==> config.mk <==
export PLATFORM = sky130hd
export DESIGN_NAME = hc21_ste_master
export DESIGN_NICKNAME = d
export VERILOG_FILES = /design/src/rtl/hc21_ste_master.sv
export SDC_FILE = /design/constraint.sdc
export NUM_CORES = 1
export LEC_CHECK = 0
export ABC_AREA = 1
export BUFFER_PORTS_ARGS = -buffer_cell sky130_fd_sc_hd__buf_2
export CORE_MARGIN = 4
export CORE_UTILIZATION = 51
export DETAILED_ROUTE_END_ITERATION = 6
export PLACE_DENSITY = 0.8
export SYNTH_ARGS = -nofsm -noshare
export SYNTH_HDL_FRONTEND = slang
export SYNTH_SLANG_ARGS = --single-unit
==> constraint.sdc <==
create_clock -name sysclk -period 2.2 [get_ports sysclk]
set_input_delay 0.33 -clock sysclk [delete_from_list [all_inputs] [get_ports sysclk]]
set_output_delay 0.33 -clock sysclk [all_outputs]
set_load 0.01 [all_outputs]
==> src/rtl/hc21_ste_master.sv <==
// STEbus master cycle controller: turns a CPU access in the STEbus window into a
// full CM/ADRSTB/DATSTB handshake, holding the CPU in wait until it completes.
module hc21_ste_master #(
  parameter int SETUP_CYCLES   = 1,
  parameter int TIMEOUT_CYCLES = 255
) (
  input  logic        sysclk,
  input  logic        sysrst,
  input  logic        sel_stebus_n,
  input  logic        cpu_mreq_n,
  input  logic        cpu_rd_n,
  input  logic        cpu_wr_n,
  input  logic [15:0] cpu_addr,
  input  logic [3:0]  ste_page,
  input  logic [7:0]  cpu_dout,
  output logic [7:0]  cpu_din,
  output logic        cpu_wait_n,
  output logic [19:0] ste_addr,
  output logic [2:0]  ste_cm,
  output logic        ste_adrstb_n,
  output logic        ste_datstb_n,
  input  logic        ste_datack_n,
  input  logic        ste_tfrerr_n,
  input  logic [7:0]  ste_data_in,
  output logic [7:0]  ste_data_out,
  output logic        ste_data_oe,
  output logic        bus_error,
  input  logic        err_clr
);

  typedef enum logic [2:0] {
    S_IDLE, S_SETUP, S_ASTB, S_WAIT_ACK, S_RELEASE, S_END, S_HOLD
  } state_t;

  localparam logic [3:0] SETUP_LAST = 4'(SETUP_CYCLES - 1);
  localparam logic [7:0] TO_LAST    = 8'(TIMEOUT_CYCLES - 1);

  state_t      state, state_nxt;
  logic [1:0]  ack_sync, err_sync;
  logic        ack, err;
  logic [3:0]  setup_cnt, setup_cnt_nxt;
  logic [7:0]  to_cnt, to_cnt_nxt;
  logic        is_read;
  logic [2:0]  cm_reg;
  logic        start, in_cycle;
  logic        set_err, load_din;
  logic [7:0]  din_val;

  assign ack      = ~ack_sync[1];
  assign err      = ~err_sync[1];
  assign start    = ~sel_stebus_n & ~cpu_mreq_n & (cpu_rd_n ^ cpu_wr_n);
  assign in_cycle = (state == S_SETUP) || (state == S_ASTB) ||
                    (state == S_WAIT_ACK) || (state == S_RELEASE);

  // Strobes, CM and OE decode straight from state so an async reset drops them at once.
  assign ste_adrstb_n = ~((state == S_ASTB) || (state == S_WAIT_ACK) || (state == S_RELEASE));
  assign ste_datstb_n = ~(state == S_WAIT_ACK);
  assign ste_cm       = in_cycle ? cm_reg : 3'b000;
  assign ste_data_oe  = in_cycle & ~is_read;
  assign cpu_wait_n   = ~(in_cycle | ((state == S_IDLE) & start));

  always_comb begin
    state_nxt     = state;
    setup_cnt_nxt = setup_cnt;
    to_cnt_nxt    = to_cnt;
    set_err       = 1'b0;
    load_din      = 1'b0;
    din_val       = 8'hFF;
    case (state)
      S_IDLE: begin
        if (start) begin
          state_nxt     = S_SETUP;
          setup_cnt_nxt = 4'd0;
        end
      end
      S_SETUP: begin
        if (setup_cnt == SETUP_LAST) state_nxt = S_ASTB;
        else setup_cnt_nxt = setup_cnt + 4'd1;
      end
      S_ASTB: begin
        state_nxt  = S_WAIT_ACK;
        to_cnt_nxt = 8'd0;
      end
      // Error outranks acknowledge; timeout only if neither response arrived.
      S_WAIT_ACK: begin
        if (err) begin
          set_err    = 1'b1;
          load_din   = is_read;
          state_nxt  = S_RELEASE;
          to_cnt_nxt = 8'd0;
        end else if (ack) begin
          load_din   = is_read;
          din_val    = ste_data_in;
          state_nxt  = S_RELEASE;
          to_cnt_nxt = 8'd0;
        end else if (to_cnt == TO_LAST) begin
          set_err    = 1'b1;
          load_din   = is_read;
          state_nxt  = S_RELEASE;
          to_cnt_nxt = 8'd0;
        end else begin
          to_cnt_nxt = to_cnt + 8'd1;
        end
      end
      S_RELEASE: begin
        if (!ack && !err) begin
          state_nxt = S_END;
        end else if (to_cnt == TO_LAST) begin
          set_err   = 1'b1;
          state_nxt = S_END;
        end else begin
          to_cnt_nxt = to_cnt + 8'd1;
        end
      end
      S_END:  state_nxt = S_HOLD;
      S_HOLD: if (cpu_mreq_n) state_nxt = S_IDLE;
      default: state_nxt = S_IDLE;
    endcase
  end

  always_ff @(posedge sysclk or posedge sysrst) begin
    if (sysrst) begin
      state        <= S_IDLE;
      ack_sync     <= 2'b11;
      err_sync     <= 2'b11;
      setup_cnt    <= 4'd0;
      to_cnt       <= 8'd0;
      is_read      <= 1'b0;
      cm_reg       <= 3'b000;
      ste_addr     <= 20'd0;
      ste_data_out <= 8'd0;
      cpu_din      <= 8'd0;
      bus_error    <= 1'b0;
    end else begin
      state     <= state_nxt;
      ack_sync  <= {ack_sync[0], ste_datack_n};
      err_sync  <= {err_sync[0], ste_tfrerr_n};
      setup_cnt <= setup_cnt_nxt;
      to_cnt    <= to_cnt_nxt;
      if (state == S_IDLE && start) begin
        ste_addr <= {ste_page, cpu_addr};
        is_read  <= ~cpu_rd_n;
        cm_reg   <= cpu_rd_n ? 3'b110 : 3'b111;
        if (cpu_rd_n) ste_data_out <= cpu_dout;
      end
      if (load_din) cpu_din <= din_val;
      if (set_err) bus_error <= 1'b1;
      else if (err_clr) bus_error <= 1'b0;
    end
  end

endmodule

# Yosys cells after proc, flatten, opt, wreduce, memory -nomap -nowiden
# Cells that the tools add are included.
dict set report word_totals {
  register_bits 60
  inputBits 45
  out_inout_bits 44
  word_cells 91
}
dict set report classes {
  addsub 2
  n_eq_ne 15
  mux 34
  n_bitwise 13
  n_reduce_logical 16
}
# cell count
set op_table {}
lappend op_table {{2-to-1 mux 8 bit} 8}
lappend op_table {{2-to-1 mux 3 bit} 9}
lappend op_table {{case mux 8 bit (3 select lines)} 1}
lappend op_table {{case mux 3 bit (7 select lines)} 1}
lappend op_table {{2-to-1 mux 1 bit} 11}
lappend op_table {{inequality test 2 bit, second input constant} 5}
lappend op_table {{== test 3 bit, second input constant} 3}
lappend op_table {{adder 8 x 1 -> 8 bit, second input constant} 1}
lappend op_table {{== test 8 bit, second input constant} 1}
lappend op_table {{2-to-1 mux 4 bit} 2}
lappend op_table {{case mux 4 bit (2 select lines)} 1}
lappend op_table {{NOT 1 bit} 7}
lappend op_table {{== test 3 x 2 -> 1 bit, second input constant} 2}
lappend op_table {{AND reduction 3 bit} 2}
lappend op_table {{logical OR 1 bit} 5}
lappend op_table {{AND reduction 5 bit} 1}
lappend op_table {{adder 4 x 1 -> 4 bit, second input constant} 1}
lappend op_table {{bitwise AND 1 bit} 4}
lappend op_table {{logical NOT 4 bit} 1}
lappend op_table {{inequality test 4 x 3 -> 1 bit, second input constant} 1}
lappend op_table {{nonzero test 2 bit} 2}
lappend op_table {{== test 3 x 1 -> 1 bit, second input constant} 1}
lappend op_table {{logical NOT 3 bit} 1}
lappend op_table {{inequality test 3 x 1 -> 1 bit, second input constant} 1}
lappend op_table {{7 further kinds} 8}

# Logic depth before layout (Yosys ltp)
# Gate-level depths: netlist (run 1).
dict set report logic_depth {
  word_depth 6
  depth_mapped 12
  ltp_nobuf 11
}

# Least setup slack after synthesis (run 1)
# Ideal clock, no wire load.
dict set report synth_timing {
  kind {input to output}
  startpoint {input port cpu_rd_n}
  endpoint {output port cpu_wait_n}
  arrival_ps 1233
  required_time_ps 1870
  slack_ps 637
  path_stages 8
  path_buffers 1
  cell_sequence {inv_2 nand2_1 nand3_1 inv_1 nand2_2 inv_2 buf_4 nor3_1}
}
dict set report synth_between {
  elab_chain_cells 5
}
# item line
set synth_lines {}
lappend synth_lines {{from (decl)} 11} ;# input logic cpu_rd_n,
lappend synth_lines {{bitwise XOR 1 bit} 51} ;# assign start = ~sel_stebus_n & ~cpu_mreq_n & (cpu_rd_n ^ cpu_wr_n);
lappend synth_lines {{bitwise AND 1 bit} 51}
lappend synth_lines {{bitwise AND 1 bit} 60} ;# assign cpu_wait_n = ~(in_cycle | ((state == S_IDLE) & start));
lappend synth_lines {{OR 1 bit} 60}
lappend synth_lines {{NOT 1 bit} 60}
lappend synth_lines {{to (decl)} 17} ;# output logic cpu_wait_n,
# Every way passes these cells.

# Worst setup path after layout (run 1)
dict set report layout_timing {
  startpoint {register state[2]}
  endpoint {output port ste_datstb_n}
}
dict set report layout_between {
  elab_chain_cells 2
}
# item line
set layout_lines {}
lappend layout_lines {{from (decl)} 38} ;# state_t state, state_nxt;
lappend layout_lines {{from (signal assigned)} 135} ;# state <= state_nxt;
lappend layout_lines {{== test 3 x 2 -> 1 bit} 57} ;# assign ste_datstb_n = ~(state == S_WAIT_ACK);
lappend layout_lines {{NOT 1 bit} 57}
lappend layout_lines {{to (decl)} 21} ;# output logic ste_datstb_n,
# Every way passes these cells.

==> results of run 1 <==
-- critical path: stages, from the launching register on --
cell     delay, ns
dfrtp_1       0.53
inv_1         0.11
nand2_2       0.13
nor2_4        0.06
inv_1         0.26
buf_2         0.20
-- kinds of logic (layout without fill, tap and decap cells) --
| kind of cell | after synthesis | count (layout) | share of synthesized area, % |
|---|---|---|---|
| adders and majority gates | 4 | 4 | 1.77 |
| buffers and inverters | 50 | 145 | 7.98 |
| AOI/OAI and AO/OA | 30 | 30 | 5.45 |
| and+or+nand+nor | 212 | 212 | 33.2 |
| DFF | 58 | 58 | 51.6 |
-- routing by layer --
layer	track usage, %	routed length [µm]	vias to the layer above
met3	4.88	359	14
met4	8.47	138	0
met2	31.0	2790	74
met1	25.3	2730	1129
met5	0	0	-
li1	-	-	1267
-- power breakdown --
group / internal [µW] / switching, µW / leakage, µW
clock: 679 / 394 / 0.000116
sequential: 1480 / 286 / 0.000722
combinational: 672 / 1050 / 0.00118
total: 2830 / 1730 / 0.00202
-- worst paths after layout --
kind	startpoint	endpoint	slack, ns	cells past startpoint
hold reg to reg	ack_sync[0]	ack_sync[1]	0.36	0
setup / recovery	state[2]	ste_datstb_n	0.25	5
setup reg to reg	to_cnt[0]	to_cnt[2]	0.58	10
max in group asynchronous	sysrst	ack_sync[0]	1.88	3
hold / removal	sysrst	cpu_din[0]	0.05	3
min in group sysclk	ste_tfrerr_n	err_sync[0]	0.09	1
-- through the flow --
step | cells | hold slack, ns | util, %
2_1_floorplan | 354 | 0.334 | -
5_1_grt | 519 | 0.0628 | 67.4
3_3_place_gp | 503 | 0.346 | 63.1
6_report | 519 | 0.0455 | 67.4
4_1_cts | 519 | 0.0459 | 67.4
3_5_place_dp | 503 | 0.349 | 63.1
-- cells in the mapped netlist --
master      n
nor2_4      5
a21boi_0    1
nor3b_1     1
a21oi_1     3
buf_6       2
ha_1        4
dfstp_2     4
nand2_1   137
nor2_2      5
nand2_2     9
buf_4       4
nand4_1     1
a31oi_1     1
inv_1      34
nor2_1     28
nand3_1    20
inv_2       4
o21ai_0     7
buf_2       6
nand2_4     2
o21ai_1    18
dfrtp_1    54
nand3_4     1
nand3_2     1
nor3_1      2
-- layout make-up --
cell class / count / area (µm²)
sequential: 58 / 1460
multi-input combinational: 246 / 1140
clock inverter: 1 / 30.0
clock buffer: 15 / 196
tap: 70 / 87.6
timing repair buffer: 91 / 475
inverter: 38 / 143
fill: 473 / 1710
==> results.cfg, run 1 <==
[critical_path]
cp.arrival_ns = 1.62
worstSetupStartpointType = flop
required_ns = 1.87
cp-end-kind = output port
critPathKind = reg -> out
path_max_fanout = 11

[final_layout]
largest_register_ffs = 20
antenna_cells = 0
final_nets = 493
largest-register = ste_addr
drive_gt1_share_pct = 30.7
most-common-layout-cells = 137 x nand2_1, 88 x buf_2, 54 x dfrtp_1
final_area_um2 = 3530
synthToLayoutAreaGrowth_pct = 25.0
final_common_cell = nand2_1

[cts]
ctsLongestPathBuffers = 2
cts.sinks = 58
postCtsHoldBufs = 0
postCtsSetupBuffers = 0
cts_tree = done
root_buffer = clkbuf_8
cts.repair.resized = 0
clk_pin_slew_ns = 0.06
cts_buffers = 9
cts_max_level = 3
clock_latency_ns = 0.33

[timing]
slew_violations = 0
hold_viol = 0
worst-slew-pin-transition_ns = 0.340
slew_headroom_pct = 77.3
finalSetupTns_ns = 0
fin_crit_sh_pct = 88.8
rsz0062_at_grt = no
timing.final.ws_setup_ns = 0.247
max_freq_mhz = 512
setup_viol = 0
finalClockSkew_ns = 0.00271
period_minus_slack_ns = 1.95

[synthesis]
synth.area.top_cells = dfrtp_1 48%, nand2_1 18%, inv_1 4.5%
yosys_register_bits = 58
netlist-cell-type-count = 25
avgSynthCellArea_um2 = 7.97
syn_area_um2 = 2820
syn_nets = 403
seq_area_frac_synth_pct = 51.6
synth_top_area_share_pct = 47.9
yosysTopAreaCell = dfrtp_1
synth_warnings = 0
postSynthCellCount = 354

[run_status]
outcome = complete, no violations

[power_and_ir_drop]
p_total_uw = 4560
leakage_uw = 0.00202
ir_drop_mv = 0.803
power_density_nw_per_um2 = 1290

[floorplan]
row_count = 26
fp.dieW_um = 82.4
io_pins = 89
core-area_um2 = 5240
start_util_pct = 53.9
dieArea_um2 = 6790
die_h_um = 82.4

[grt]
grt_overflow = 0
antenna_found_initial = 0
grt_max_degree = 59
grt_util_all_layers_pct = 19.5
grt_pass1_vias = 2325
grt_first_pass_wirelength_mm = 10.1

[placed_design]
port-buffer-count = 88
place_congestion = 0.805
preCtsSetupSlack_ns = 0.458
dpl-instance-area_um2 = 3300
hpwl_mm = 4.45

[drt]
wire_per_inst_um = 11.6
post-route-drc-count = 0
num_vias = 2484
drtIter0Drc = 120
drt_wl_total_mm = 6.02
routed_via_density = 4.79
antenna_left = 0
first_pass_iters = 4

[worst_hold_path]
hold_class = in -> async

[run]
drv_cap = 0
(Power assumes the default switching activity.)
==> run 2, diff against run 1 <==
--- a/config.mk
+++ b/config.mk
@@ -11,6 +11,7 @@
 export CORE_UTILIZATION = 51
 export DETAILED_ROUTE_END_ITERATION = 6
 export PLACE_DENSITY = 0.8
+export REMOVE_ABC_BUFFERS = 1
 export SYNTH_ARGS = -nofsm -noshare
 export SYNTH_HDL_FRONTEND = slang
 export SYNTH_SLANG_ARGS = --single-unit
==> results.cfg, run 2 (same netlist as run 1, synthesis figures left out) <==
[timing]
hold_viol = 0
fin_crit_sh_pct = 88.3
finalClockSkew_ns = 0.00664
rsz0062_at_grt = no
setup_viol = 0
slew_violations = 0
worst-slew-pin-transition_ns = 0.575
hold-worst-slack_ns = 0.0534
period_minus_slack_ns = 1.94
max_freq_mhz = 515
finalSetupTns_ns = 0
slew_headroom_pct = 61.6

[critical_path]
cp_cell_sequence = inv_1 > nand2_2 > nor2_4 > inv_1 > buf_2
worstSetupStartpointType = flop
cp_common_cell = inv_1
path_buf_inv = 3
path_max_fanout = 11
critPathKind = reg -> out
cp_slowest_cell = dfrtp_1
required_ns = 1.87
cp.arrival_ns = 1.61
crit_family = buffers and inverters
critPathMaxStageDelay_ns = 0.54
cp-end-kind = output port

[run_status]
outcome = complete, no violations

[final_layout]
antenna_cells = 0
layout.area.seq_um2 = 1460
drive_gt1_share_pct = 29.8
nFillCells = 453
largest_register_ffs = 20
final_common_cell = nand2_1
largest-register = ste_addr
synthToLayoutAreaGrowth_pct = 22.7
final_area_um2 = 3460
multiInputGateArea_um2 = 1140
post-route-util_pct = 66.1
final_nets = 493
most-common-layout-cells = 137 x nand2_1, 88 x buf_2, 54 x dfrtp_1

[floorplan]
core-area_um2 = 5240
start_util_pct = 53.9
dieArea_um2 = 6790
die_h_um = 82.4
row_count = 26
fp.dieW_um = 82.4
io_pins = 89

[placed_design]
dpl-instance-area_um2 = 3300
place_congestion = 0.819
port-buffer-count = 88
hpwl_mm = 4.66

[drt]
first_pass_iters = 6
drt_wl_total_mm = 6.20
num_vias = 2458
wire_per_inst_um = 11.9
drtIter0Drc = 135
routed_via_density = 4.74
antenna_left = 0
post-route-drc-count = 0

[cts]
postCtsSetupBuffers = 0
clk_pin_slew_ns = 0.06
cts_buffers = 9
cts.sinks = 58
ctsLongestPathBuffers = 2
postCtsHoldBufs = 0
cts_max_level = 3
clock_latency_ns = 0.32
cts_tree = done
root_buffer = clkbuf_8
cts.repair.resized = 0

[grt]
grt_util_all_layers_pct = 20.5
grt_first_pass_wirelength_mm = 10.5
grt_overflow = 0
grt_pass1_vias = 2395
antenna_found_initial = 0
grt_max_degree = 35

[power_and_ir_drop]
ir_drop_mv = 0.774
power_density_nw_per_um2 = 1240
leakage_uw = 0.00198

[worst_hold_path]
hold_class = in -> async

[run]
drv_cap = 0
[run 2: cell count changes in the layout (fill, tap and decap cells not counted)]
| cell | before | now |
|---|---|---|
| bufinv_16 | 1 | 0 |
| clkinv_2 | 0 | 1 |
| clkbuf_1 | 1 | 5 |
| clkbuf_8 | 14 | 10 |
[run 2: area by class of cell]
type,instances,share of cell area [%]
Clock inverter,1,0.144
Inverter,38,4.12
Multi-Input combinational cell,246,32.9
Sequential cell,58,42.0
Timing Repair Buffer,91,13.7
Clock buffer,15,4.51
Tap cell,70,2.53
[run 2: per-stage QoR]
step,instances,setup slack [ns],total power (µW)
after global routing,519,0.113,4680
after detailed placement,503,0.483,3520
after floorplan,342,0.342,2800
after global placement,503,0.566,3470
after CTS,519,0.247,4350
final,519,0.257,4300
[run 2: worst paths after layout]
kind	cells after the start	endpoint	startpoint	slack, ns
setup / recovery	5	ste_datstb_n	state[2]	0.26
setup reg to reg	10	to_cnt[3]	to_cnt[0]	0.57
hold reg to reg	0	err_sync[1]	err_sync[0]	0.35
hold / removal	2	ste_addr[14]	sysrst	0.05
min in group sysclk	1	ack_sync[0]	ste_datack_n	0.11
max in group asynchronous	3	ack_sync[1]	sysrst	1.49
[run 2: report_power, final]
group,total [µW],switching [µW],internal (µW),leakage (µW)
registers,1770,294,1480,0.000722
logic,1720,1050,673,0.00118
clock network,809,369,440,0.0000817
[run 2: per-layer routing]
layer / part of all wire (%) / global-route usage, % / routed length [µm] / vias to the layer above
met2: 45 / 31.6 / 2760 / 87
li1: - / - / - / 1263
met5: 0 / 0 / 0 / -
met4: 0.95 / 6.64 / 59 / 0
met1: 46 / 26.8 / 2880 / 1102
met3: 8.1 / 7.48 / 501 / 6
==> run 3, diff against run 2 <==
--- a/config.mk
+++ b/config.mk
@@ -5,10 +5,9 @@
 export SDC_FILE = /design/constraint.sdc
 export NUM_CORES = 1
 export LEC_CHECK = 0
-export ABC_AREA = 1
 export BUFFER_PORTS_ARGS = -buffer_cell sky130_fd_sc_hd__buf_2
 export CORE_MARGIN = 4
-export CORE_UTILIZATION = 51
+export CORE_UTILIZATION = 50
 export DETAILED_ROUTE_END_ITERATION = 6
 export PLACE_DENSITY = 0.8
 export REMOVE_ABC_BUFFERS = 1
==> results.cfg, run 3 <==
[cts]
cts_max_level = 3
postCtsHoldBufs = 0
cts.repair.resized = 0
cts.sinks = 58
root_buffer = clkbuf_8
cts_tree = done
ctsLongestPathBuffers = 2
clk_pin_slew_ns = 0.06
cts_buffers = 9
postCtsSetupBuffers = 0
clock_latency_ns = 0.33

[timing]
rsz0062_at_grt = no
max_freq_mhz = 502
finalClockSkew_ns = 0.00559
slew_violations = 0
slew_headroom_pct = 61.8
worst-slew-pin-transition_ns = 0.572
hold_viol = 0
period_minus_slack_ns = 1.99
setup_viol = 0
fin_crit_sh_pct = 90.6
timing.final.ws_setup_ns = 0.207

[synthesis]
yosys_register_bits = 58
synth_top_area_share_pct = 50.8
synth_warnings = 0
yosysTopAreaCell = dfrtp_1
postSynthCellCount = 258
synth_edf_count = 0
seq_area_frac_synth_pct = 54.7
synth-main-ff-cell = dfrtp_1
synth.area.top_cells = dfrtp_1 51%, nand2_1 9.9%, mux2_2 7.2%
netlist-cell-type-count = 44
ys_top_cells_by_count = 70 x nand2_1, 54 x dfrtp_1, 17 x mux2_2
syn_area_um2 = 2660
avgSynthCellArea_um2 = 10.3
synth.most_common_cell = nand2_1
async_flop_share_pct = 100

[final_layout]
final_common_cell = buf_2
antenna_cells = 0
final_nets = 399
final_area_um2 = 3340
nFillCells = 428
largest_register_ffs = 20
most-common-layout-cells = 88 x buf_2, 70 x nand2_1, 54 x dfrtp_1
drive_gt1_share_pct = 38.1
synthToLayoutAreaGrowth_pct = 25.4
largest-register = ste_addr

[run_status]
outcome = complete, no violations

[grt]
grt_pass1_vias = 2036
grt_util_all_layers_pct = 18.7
grt_overflow = 0
grt_first_pass_wirelength_mm = 9.37
antenna_found_initial = 0
grt_max_degree = 34

[critical_path]
critPathKind = reg -> reg
required_ns = 2.42
r2r_cells = 6
timing.rr.start = to_cnt[0]
cp.arrival_ns = 2.21
r2r-end = cpu_din[7]
worstSetupStartpointType = flop
cp-end-kind = flop
reg2reg_slack_ns = 0.21
path_max_fanout = 8

[power_and_ir_drop]
pwr-share-comb_pct = 36.8
p_int_uw = 2640
power.switching_uw = 1500
power_density_nw_per_um2 = 1240
leakage_uw = 0.00171
ir_drop_mv = 0.650
pwr-share-clk_pct = 20.7
p_total_uw = 4140
p_seq_share_pct = 42.5
sw_frac_of_total_pct = 36.2

[drt]
wire_per_inst_um = 13.5
num_vias = 2136
first_pass_iters = 4
antenna_left = 0
routed_via_density = 5.04
drt_wl_total_mm = 5.71
post-route-drc-count = 0
drtIter0Drc = 61

[floorplan]
die_h_um = 81.0
row_count = 26
fp.dieW_um = 81.0
dieArea_um2 = 6560
start_util_pct = 51.8
core-area_um2 = 5140
io_pins = 89

[placed_design]
hpwl_mm = 4.07
port-buffer-count = 88
place_congestion = 0.866
dpl-instance-area_um2 = 3170
preCtsSetupSlack_ns = 0.232

[run]
drv_cap = 0

[worst_hold_path]
hold_class = in -> async
run 3: logic make-up after synthesis:
family,synth area share [%]
AO/OA/AOI/OAI,8.37
XOR/XNOR,0.987
adder cells (fa/ha/maj),1.88
buffers and inverters,4.70
flip-flops,54.7
multiplexers,8.69
AND/OR/NAND/NOR,20.7
run 3: critical path, stage by stage (launching register included):
cell and delay (ns):
dfrtp_1 0.42, inv_1 0.11, ha_1 0.15, and3_1 0.17, and2_1 0.27, o211a_1 0.37, mux2_2 0.38
run 3: worst max-delay path by stage:
| stage | start | end | cells past startpoint |
|---|---|---|---|
| global placement | to_cnt[0] | cpu_din[0] | 6 |
| global route | to_cnt[0] | cpu_din[0] | 6 |
| CTS | state[1] | ste_cm[1] | 3 |
| finish | to_cnt[0] | cpu_din[7] | 6 |
| floorplan | state[1] | ste_data_out[0] | 4 |
| detailed placement | to_cnt[0] | cpu_din[7] | 6 |
run 3: through the flow:
step / instances / setup TNS [ns] / util (%) / hold WS [ns]
final: 424 / 0 / 64.9 / 0.0526
after global routing: 424 / 0 / 64.9 / 0.0764
after CTS: 424 / 0 / 64.9 / 0.0557
after detailed placement: 409 / 0 / 61.6 / 0.351
after global placement: 409 / 0 / 61.6 / 0.347
after floorplan: 245 / -0.0251 / - / 0.334
run 3: per-layer routing:
layer,wire length [µm],global-route usage (%)
met5,0,0
met4,58,8.78
met3,465,6.21
met2,2800,29.8
met1,2380,23.1
run 3: cell type report:
cell class,count,area (µm²),area share (%)
clock buffers,12,155,4.65
clock inverters,3,15.0,0.450
inverters,12,45.0,1.35
multi-input cells,175,1080,32.4
flip-flops and latches,58,1460,43.6
well taps,70,87.6,2.62
repair buffers,94,498,14.9
run 3: power by group through the flow:
stage	combinational, µW	clock (µW)	sequential (µW)
2_1_floorplan	755	0	1880
3_3_place_gp	1490	0	1750
3_5_place_dp	1550	0	1760
4_1_cts	1550	877	1760
5_1_grt	1700	921	1810
6_report	1520	855	1760
